## src/rtl/mult_arbiter.sv

```systemverilog
// Two-port round-robin arbiter in front of one shared 8x8 multiplier.
// All state advances only on clk edges where clk_half is low.
module mult_arbiter #(
    parameter logic [7:0] TIMEOUT = 8'd64
) (
    input  logic        clk,
    input  logic        reset,
    input  logic        clk_half,
    input  logic        req0_ld,
    input  logic        req1_ld,
    input  logic [7:0]  req0_a,
    input  logic [7:0]  req0_b,
    input  logic [7:0]  req1_a,
    input  logic [7:0]  req1_b,
    output logic        req0_ok,
    output logic        req1_ok,
    output logic [15:0] req0_res,
    output logic [15:0] req1_res,
    output logic        mult_ld,
    output logic [7:0]  mult1,
    output logic [7:0]  mult2,
    input  logic        mult_ok,
    input  logic [15:0] mult_res,
    output logic [1:0]  grant,
    output logic        timeout_err,
    output logic [2:0]  dbg_state
);

    typedef enum logic [2:0] {
        S_IDLE = 3'd0,
        S_LOAD = 3'd1,
        S_WAIT = 3'd2,
        S_DONE = 3'd3,
        S_REL  = 3'd4
    } state_t;

    state_t      state_q, state_d;
    logic [1:0]  grant_q, grant_d;
    logic        last_q, last_d;
    logic        mult_ld_q, mult_ld_d;
    logic [7:0]  mult1_q, mult1_d;
    logic [7:0]  mult2_q, mult2_d;
    logic        req0_ok_q, req0_ok_d;
    logic        req1_ok_q, req1_ok_d;
    logic [15:0] req0_res_q, req0_res_d;
    logic [15:0] req1_res_q, req1_res_d;
    logic [7:0]  timer_q, timer_d;
    logic        timeout_err_q, timeout_err_d;
    logic        en;
    logic        owner_ld;
    logic        pick1;

    assign en = ~clk_half;

    always_comb begin
        state_d       = state_q;
        grant_d       = grant_q;
        last_d        = last_q;
        mult_ld_d     = mult_ld_q;
        mult1_d       = mult1_q;
        mult2_d       = mult2_q;
        req0_ok_d     = req0_ok_q;
        req1_ok_d     = req1_ok_q;
        req0_res_d    = req0_res_q;
        req1_res_d    = req1_res_q;
        timer_d       = timer_q;
        timeout_err_d = timeout_err_q;
        owner_ld      = grant_q[1] ? req1_ld : req0_ld;
        // last_q==1 means req1 was served last, so req0 has priority on a tie.
        pick1         = req1_ld && (!req0_ld || !last_q);

        if (en) begin
            unique case (state_q)
                S_IDLE: begin
                    if (!mult_ok && (req0_ld || req1_ld)) begin
                        grant_d = pick1 ? 2'b10 : 2'b01;
                        mult1_d = pick1 ? req1_a : req0_a;
                        mult2_d = pick1 ? req1_b : req0_b;
                        state_d = S_LOAD;
                    end
                end
                S_LOAD: begin
                    mult_ld_d = 1'b1;
                    timer_d   = 8'd0;
                    state_d   = S_WAIT;
                end
                S_WAIT: begin
                    if (mult_ok) begin
                        mult_ld_d = 1'b0;
                        if (owner_ld) begin
                            if (grant_q[1]) begin
                                req1_res_d = mult_res;
                                req1_ok_d  = 1'b1;
                            end else begin
                                req0_res_d = mult_res;
                                req0_ok_d  = 1'b1;
                            end
                            state_d = S_DONE;
                        end else begin
                            state_d = S_REL;
                        end
                    end else if (timer_q == TIMEOUT - 8'd1) begin
                        timeout_err_d = 1'b1;
                        mult_ld_d     = 1'b0;
                        state_d       = S_REL;
                    end else if (timer_q != 8'hFF) begin
                        timer_d = timer_q + 8'd1;
                    end
                end
                S_DONE: begin
                    if (!owner_ld) begin
                        req0_ok_d = 1'b0;
                        req1_ok_d = 1'b0;
                        state_d   = S_REL;
                    end
                end
                S_REL: begin
                    // Hold ownership until the multiplier has dropped its done flag.
                    if (!mult_ok) begin
                        grant_d = 2'b00;
                        last_d  = grant_q[1];
                        state_d = S_IDLE;
                    end
                end
                default: state_d = S_IDLE;
            endcase
        end
    end

    always_ff @(posedge clk or negedge reset) begin
        if (!reset) begin
            state_q       <= S_IDLE;
            grant_q       <= 2'b00;
            last_q        <= 1'b1;
            mult_ld_q     <= 1'b0;
            mult1_q       <= 8'h00;
            mult2_q       <= 8'h00;
            req0_ok_q     <= 1'b0;
            req1_ok_q     <= 1'b0;
            req0_res_q    <= 16'h0000;
            req1_res_q    <= 16'h0000;
            timer_q       <= 8'd0;
            timeout_err_q <= 1'b0;
        end else begin
            state_q       <= state_d;
            grant_q       <= grant_d;
            last_q        <= last_d;
            mult_ld_q     <= mult_ld_d;
            mult1_q       <= mult1_d;
            mult2_q       <= mult2_d;
            req0_ok_q     <= req0_ok_d;
            req1_ok_q     <= req1_ok_d;
            req0_res_q    <= req0_res_d;
            req1_res_q    <= req1_res_d;
            timer_q       <= timer_d;
            timeout_err_q <= timeout_err_d;
        end
    end

    assign req0_ok     = req0_ok_q;
    assign req1_ok     = req1_ok_q;
    assign req0_res    = req0_res_q;
    assign req1_res    = req1_res_q;
    assign mult_ld     = mult_ld_q;
    assign mult1       = mult1_q;
    assign mult2       = mult2_q;
    assign grant       = grant_q;
    assign timeout_err = timeout_err_q;
    assign dbg_state   = state_q;

endmodule

```

## config.mk

```make
export PLATFORM = sky130hd
export DESIGN_NAME = mult_arbiter
export DESIGN_NICKNAME = d
export VERILOG_FILES = /design/src/rtl/mult_arbiter.sv
export SDC_FILE = /design/constraint.sdc
export NUM_CORES = 1
export LEC_CHECK = 0
export CORE_ASPECT_RATIO = 1.2
export CORE_MARGIN = 10
export CORE_UTILIZATION = 30
export CTS_CLUSTER_DIAMETER = 100
export DETAILED_ROUTE_END_ITERATION = 7
export PLACE_DENSITY = 0.57
export SLEW_MARGIN = 5
export SYNTH_ARGS = -nofsm -noshare
export SYNTH_HDL_FRONTEND = slang
export SYNTH_SLANG_ARGS = --single-unit
```

## constraint.sdc

```tcl
create_clock -name clk -period 4.1 [get_ports clk]
set_clock_uncertainty 0.2 [all_clocks]
set_input_delay 0.82 -clock clk [delete_from_list [all_inputs] [get_ports clk]]
set_output_delay 0.82 -clock clk [all_outputs]
set_load 0.01 [all_outputs]
```

==> out/results.ini <==
[status]
status=completed

[sta]
final_hold_viol_count=0
max_freq_mhz=365.9
holdWs_ps=285.2
tightest_slew_ps=647.8
rsz0062_at_grt=false
drv_slew=0
fin_crit_ps=2733
fin_tns_setup_ps=0
setup_slack_ps=1367
slew_headroom_pct=56.52
finalSetupViolCount=0
period_share_pct=66.65

[clocking]
tritoncts=built
cts_resized=0
cts_sinks=66
clk_pin_slew_ps=60
cts_setup_buffers=0
cts_root_buf=clkbuf_16
clock_latency_ps=320
cts-buffers-inserted=9
cts_hold_repair.buffers=0
ctsLongestPathBuffers=2
htreeDepth=3

[synth]
yosysMostFrequentCell=dfrtp_1
synth.top_cells.by_count=65 x dfrtp_1, 30 x mux2_2, 26 x nor2_1
synth_xor_xnor_area_share_pct=0.2861
synth-main-ff-cell=dfrtp_1
yosys.area_share.simple_pct=12.83
syn_inst=260
synth_top_family_by_area=multiplexers
yosys.area_share.adder_pct=0.4087
synth_edf_count=0
seq_area_frac_synth_pct=53.98
ys_warn_count=0
synth_area_leaders=dfrtp_1 53%, mux2_2 11%, mux2i_1 5.2%, nor2_1 3.2%, a21oi_1 3.1%
synth_area_um2=3062
synth.distinct_cells=50
synthArstFlopShare_pct=100.0
synth_compound_area_share_pct=11.69
synth_seq_cells=66
yosysTopAreaCellShare_pct=53.13
syn-num-nets=315
synth_area_leader_cell=dfrtp_1
synthMuxAreaShare_pct=17.86
synth_area_per_cell_um2=11.78

[drt]
vias_per_cell=4.855
ant_nets=0
wirelength_mm=8.324
wl_per_cell_um=16.55
via_count=2442
drc_errors=0
drtIter0Drc=70
first_pass_iters=4

[power_and_ir_drop]
netSwitchingFraction_pct=32.58
p_sw_w=0.001002
p_int_w=0.002075
p_per_area_nw_per_um2=670.8
seq_power_share_pct=36.0
clkPwrFrac_pct=25.7
leakage_nw=1.941
vdd_ir_drop_max_mv=0.2925
combPwrFrac_pct=38.3

[setup_path]
cp.arrival_ps=2740
r2r-start=dbg_state[0]
critPathSlowestCell=clkdlybuf4s50_1
cp.required_ps=4110
path_cells=clkdlybuf4s50_1 > nand3b_1 > a2111oi_4 > buf_4 > mux2_2
path_class=primary input to flop
critPathCaptureType=flop
crit_fanout=17
critPathMaxStageDelay_ps=720
crit_family=buffers and inverters
start_kind=primary input
startpoint=mult_ok
path_buf_inv=2

[placement]
pre_cts_ws_ps=1004
hpwlAfterDp_mm=6.154
gp_congestion=0.8244
dpl_cell_area_um2=4278
port_buffers=110

[cells_and_area]
area_growth_pct=49.82
layout-drive-gt1-share_pct=16.45
multiInputGateArea_um2=1323
finalNetCount=427
n_fill_cell=958
fin_util_pct=45.82
seq_area_um2=1653
antenna_cells=0
final_area_um2=4587

[die]
core_um2=10010
dieArea_um2=14660
die_y_um=130.7
start_util_pct=30.59
die_x_um=112.2
rows=40
io_pins=111

[global_routing]
track_usage_pct=11.67
grt_first_pass_wirelength_mm=13.89
grt_pass1_vias=2679
grt_overflow=0
grt_max_degree=34
antenna_found_initial=0

[job]
max_cap_violations=0

[min_path]
hold_path_class=flop to flop
hp-start=timeout_err

-- stage by stage --
| stage | power [W] | std cells |
|---|---|---|
| finish | 0.003077 | 503 |
| CTS | 0.003137 | 503 |
| floorplan | 0.001637 | 260 |
| global route | 0.003292 | 503 |
| detailed placement | 0.002319 | 487 |
| global placement | 0.002310 | 487 |
-- sequential cells by signal, indices dropped and copies added, names as in the netlist --
| register | flops |
|---|---|
| mult2 | 8 |
| timer_q | 8 |
| timeout_err | 1 |
| last_q | 1 |
| req1_ok | 1 |
| dbg_state | 3 |
| req0_ok | 1 |
| req0_res | 16 |
| mult_ld | 1 |
| mult1 | 8 |
| req1_res | 16 |
| grant | 2 |
-- worst paths after layout --
check	end	slack, ps	cells past startpoint
hold reg to reg	timeout_err	290	1
max in group asynchronous	req1_res[11]	2620	2
setup reg to reg	req1_res[11]	1640	4
setup / recovery	req0_res[5]	1370	5
min in group asynchronous	dbg_state[1]	300	1
hold / removal	timeout_err	290	1
-- layer usage --
metal | wire length (um) | vias to the layer above | track usage (%) | share of wire [%]
met5 | 0 | - | 0 | 0
met4 | 107 | 0 | 4.559 | 1.3
met3 | 723 | 9 | 5.609 | 8.7
met2 | 4142 | 70 | 18.59 | 50
met1 | 3352 | 1189 | 13.27 | 40
li1 | - | 1174 | - | -
-- worst reg2reg max path, stage by stage (launching register included) --
cell and delay (ps):
dfrtp_1 580, or3b_1 610, nor2_4 190, nand4_4 340, mux2_1 440
-- final cells by class --
| type | count | area share (%) |
|---|---|---|
| multi-input combinational | 177 | 28.83 |
| inverter | 3 | 0.2455 |
| clock buffer | 9 | 4.910 |
| timing repair buffer | 115 | 24.71 |
| clock inverter | 7 | 1.828 |
| sequential | 66 | 36.03 |
| tap | 126 | 3.437 |
-- cells by family (layout without fill, tap and decap cells) --
group / after synthesis / after routing
multiplexers: 50 / 50
AND/OR/NAND/NOR: 72 / 72
XOR/XNOR: 1 / 1
flip-flops: 66 / 66
buffers and inverters: 17 / 134
AO/OA/AOI/OAI: 53 / 53
adder cells (fa/ha/maj): 1 / 1
-- cells in the final DEF, fill, tap and decap left out, types with 2 or more instances in the layout --
| master | synthesis | layout |
|---|---|---|
| a21oi_1 | 19 | 19 |
| clkinv_4 | 0 | 2 |
| o31a_1 | 2 | 2 |
| a211oi_1 | 2 | 2 |
| nor2_1 | 26 | 26 |
| nand3_1 | 5 | 5 |
| mux2i_1 | 16 | 16 |
| nand2b_1 | 3 | 3 |
| inv_6 | 0 | 2 |
| nor3_1 | 6 | 6 |
| a41oi_1 | 2 | 2 |
| dfrtp_1 | 65 | 65 |
| o41ai_1 | 2 | 2 |
| nor3b_1 | 2 | 2 |
| mux2_2 | 30 | 30 |
| clkdlybuf4s50_1 | 0 | 109 |
| clkbuf_16 | 0 | 9 |
| nand2_1 | 12 | 12 |
| inv_1 | 3 | 3 |
| mux2_1 | 3 | 3 |
| o31ai_1 | 7 | 7 |
| o21ai_0 | 9 | 9 |
| buf_4 | 0 | 5 |
| or3_1 | 2 | 2 |
| nor2b_1 | 2 | 2 |
| nand4_1 | 2 | 2 |
-- power groups by stage --
stage	Sequential (W)	Combinational (W)	Clock, W
final	0.00111	0.00118	0.000790
after global placement	0.00111	0.00120	0
after floorplan	0.00117	0.000465	0
after detailed placement	0.00112	0.00120	0
after CTS	0.00111	0.00121	0.000815
after global routing	0.00115	0.00130	0.000846
Note: power is estimated with default switching activity, not from simulation.
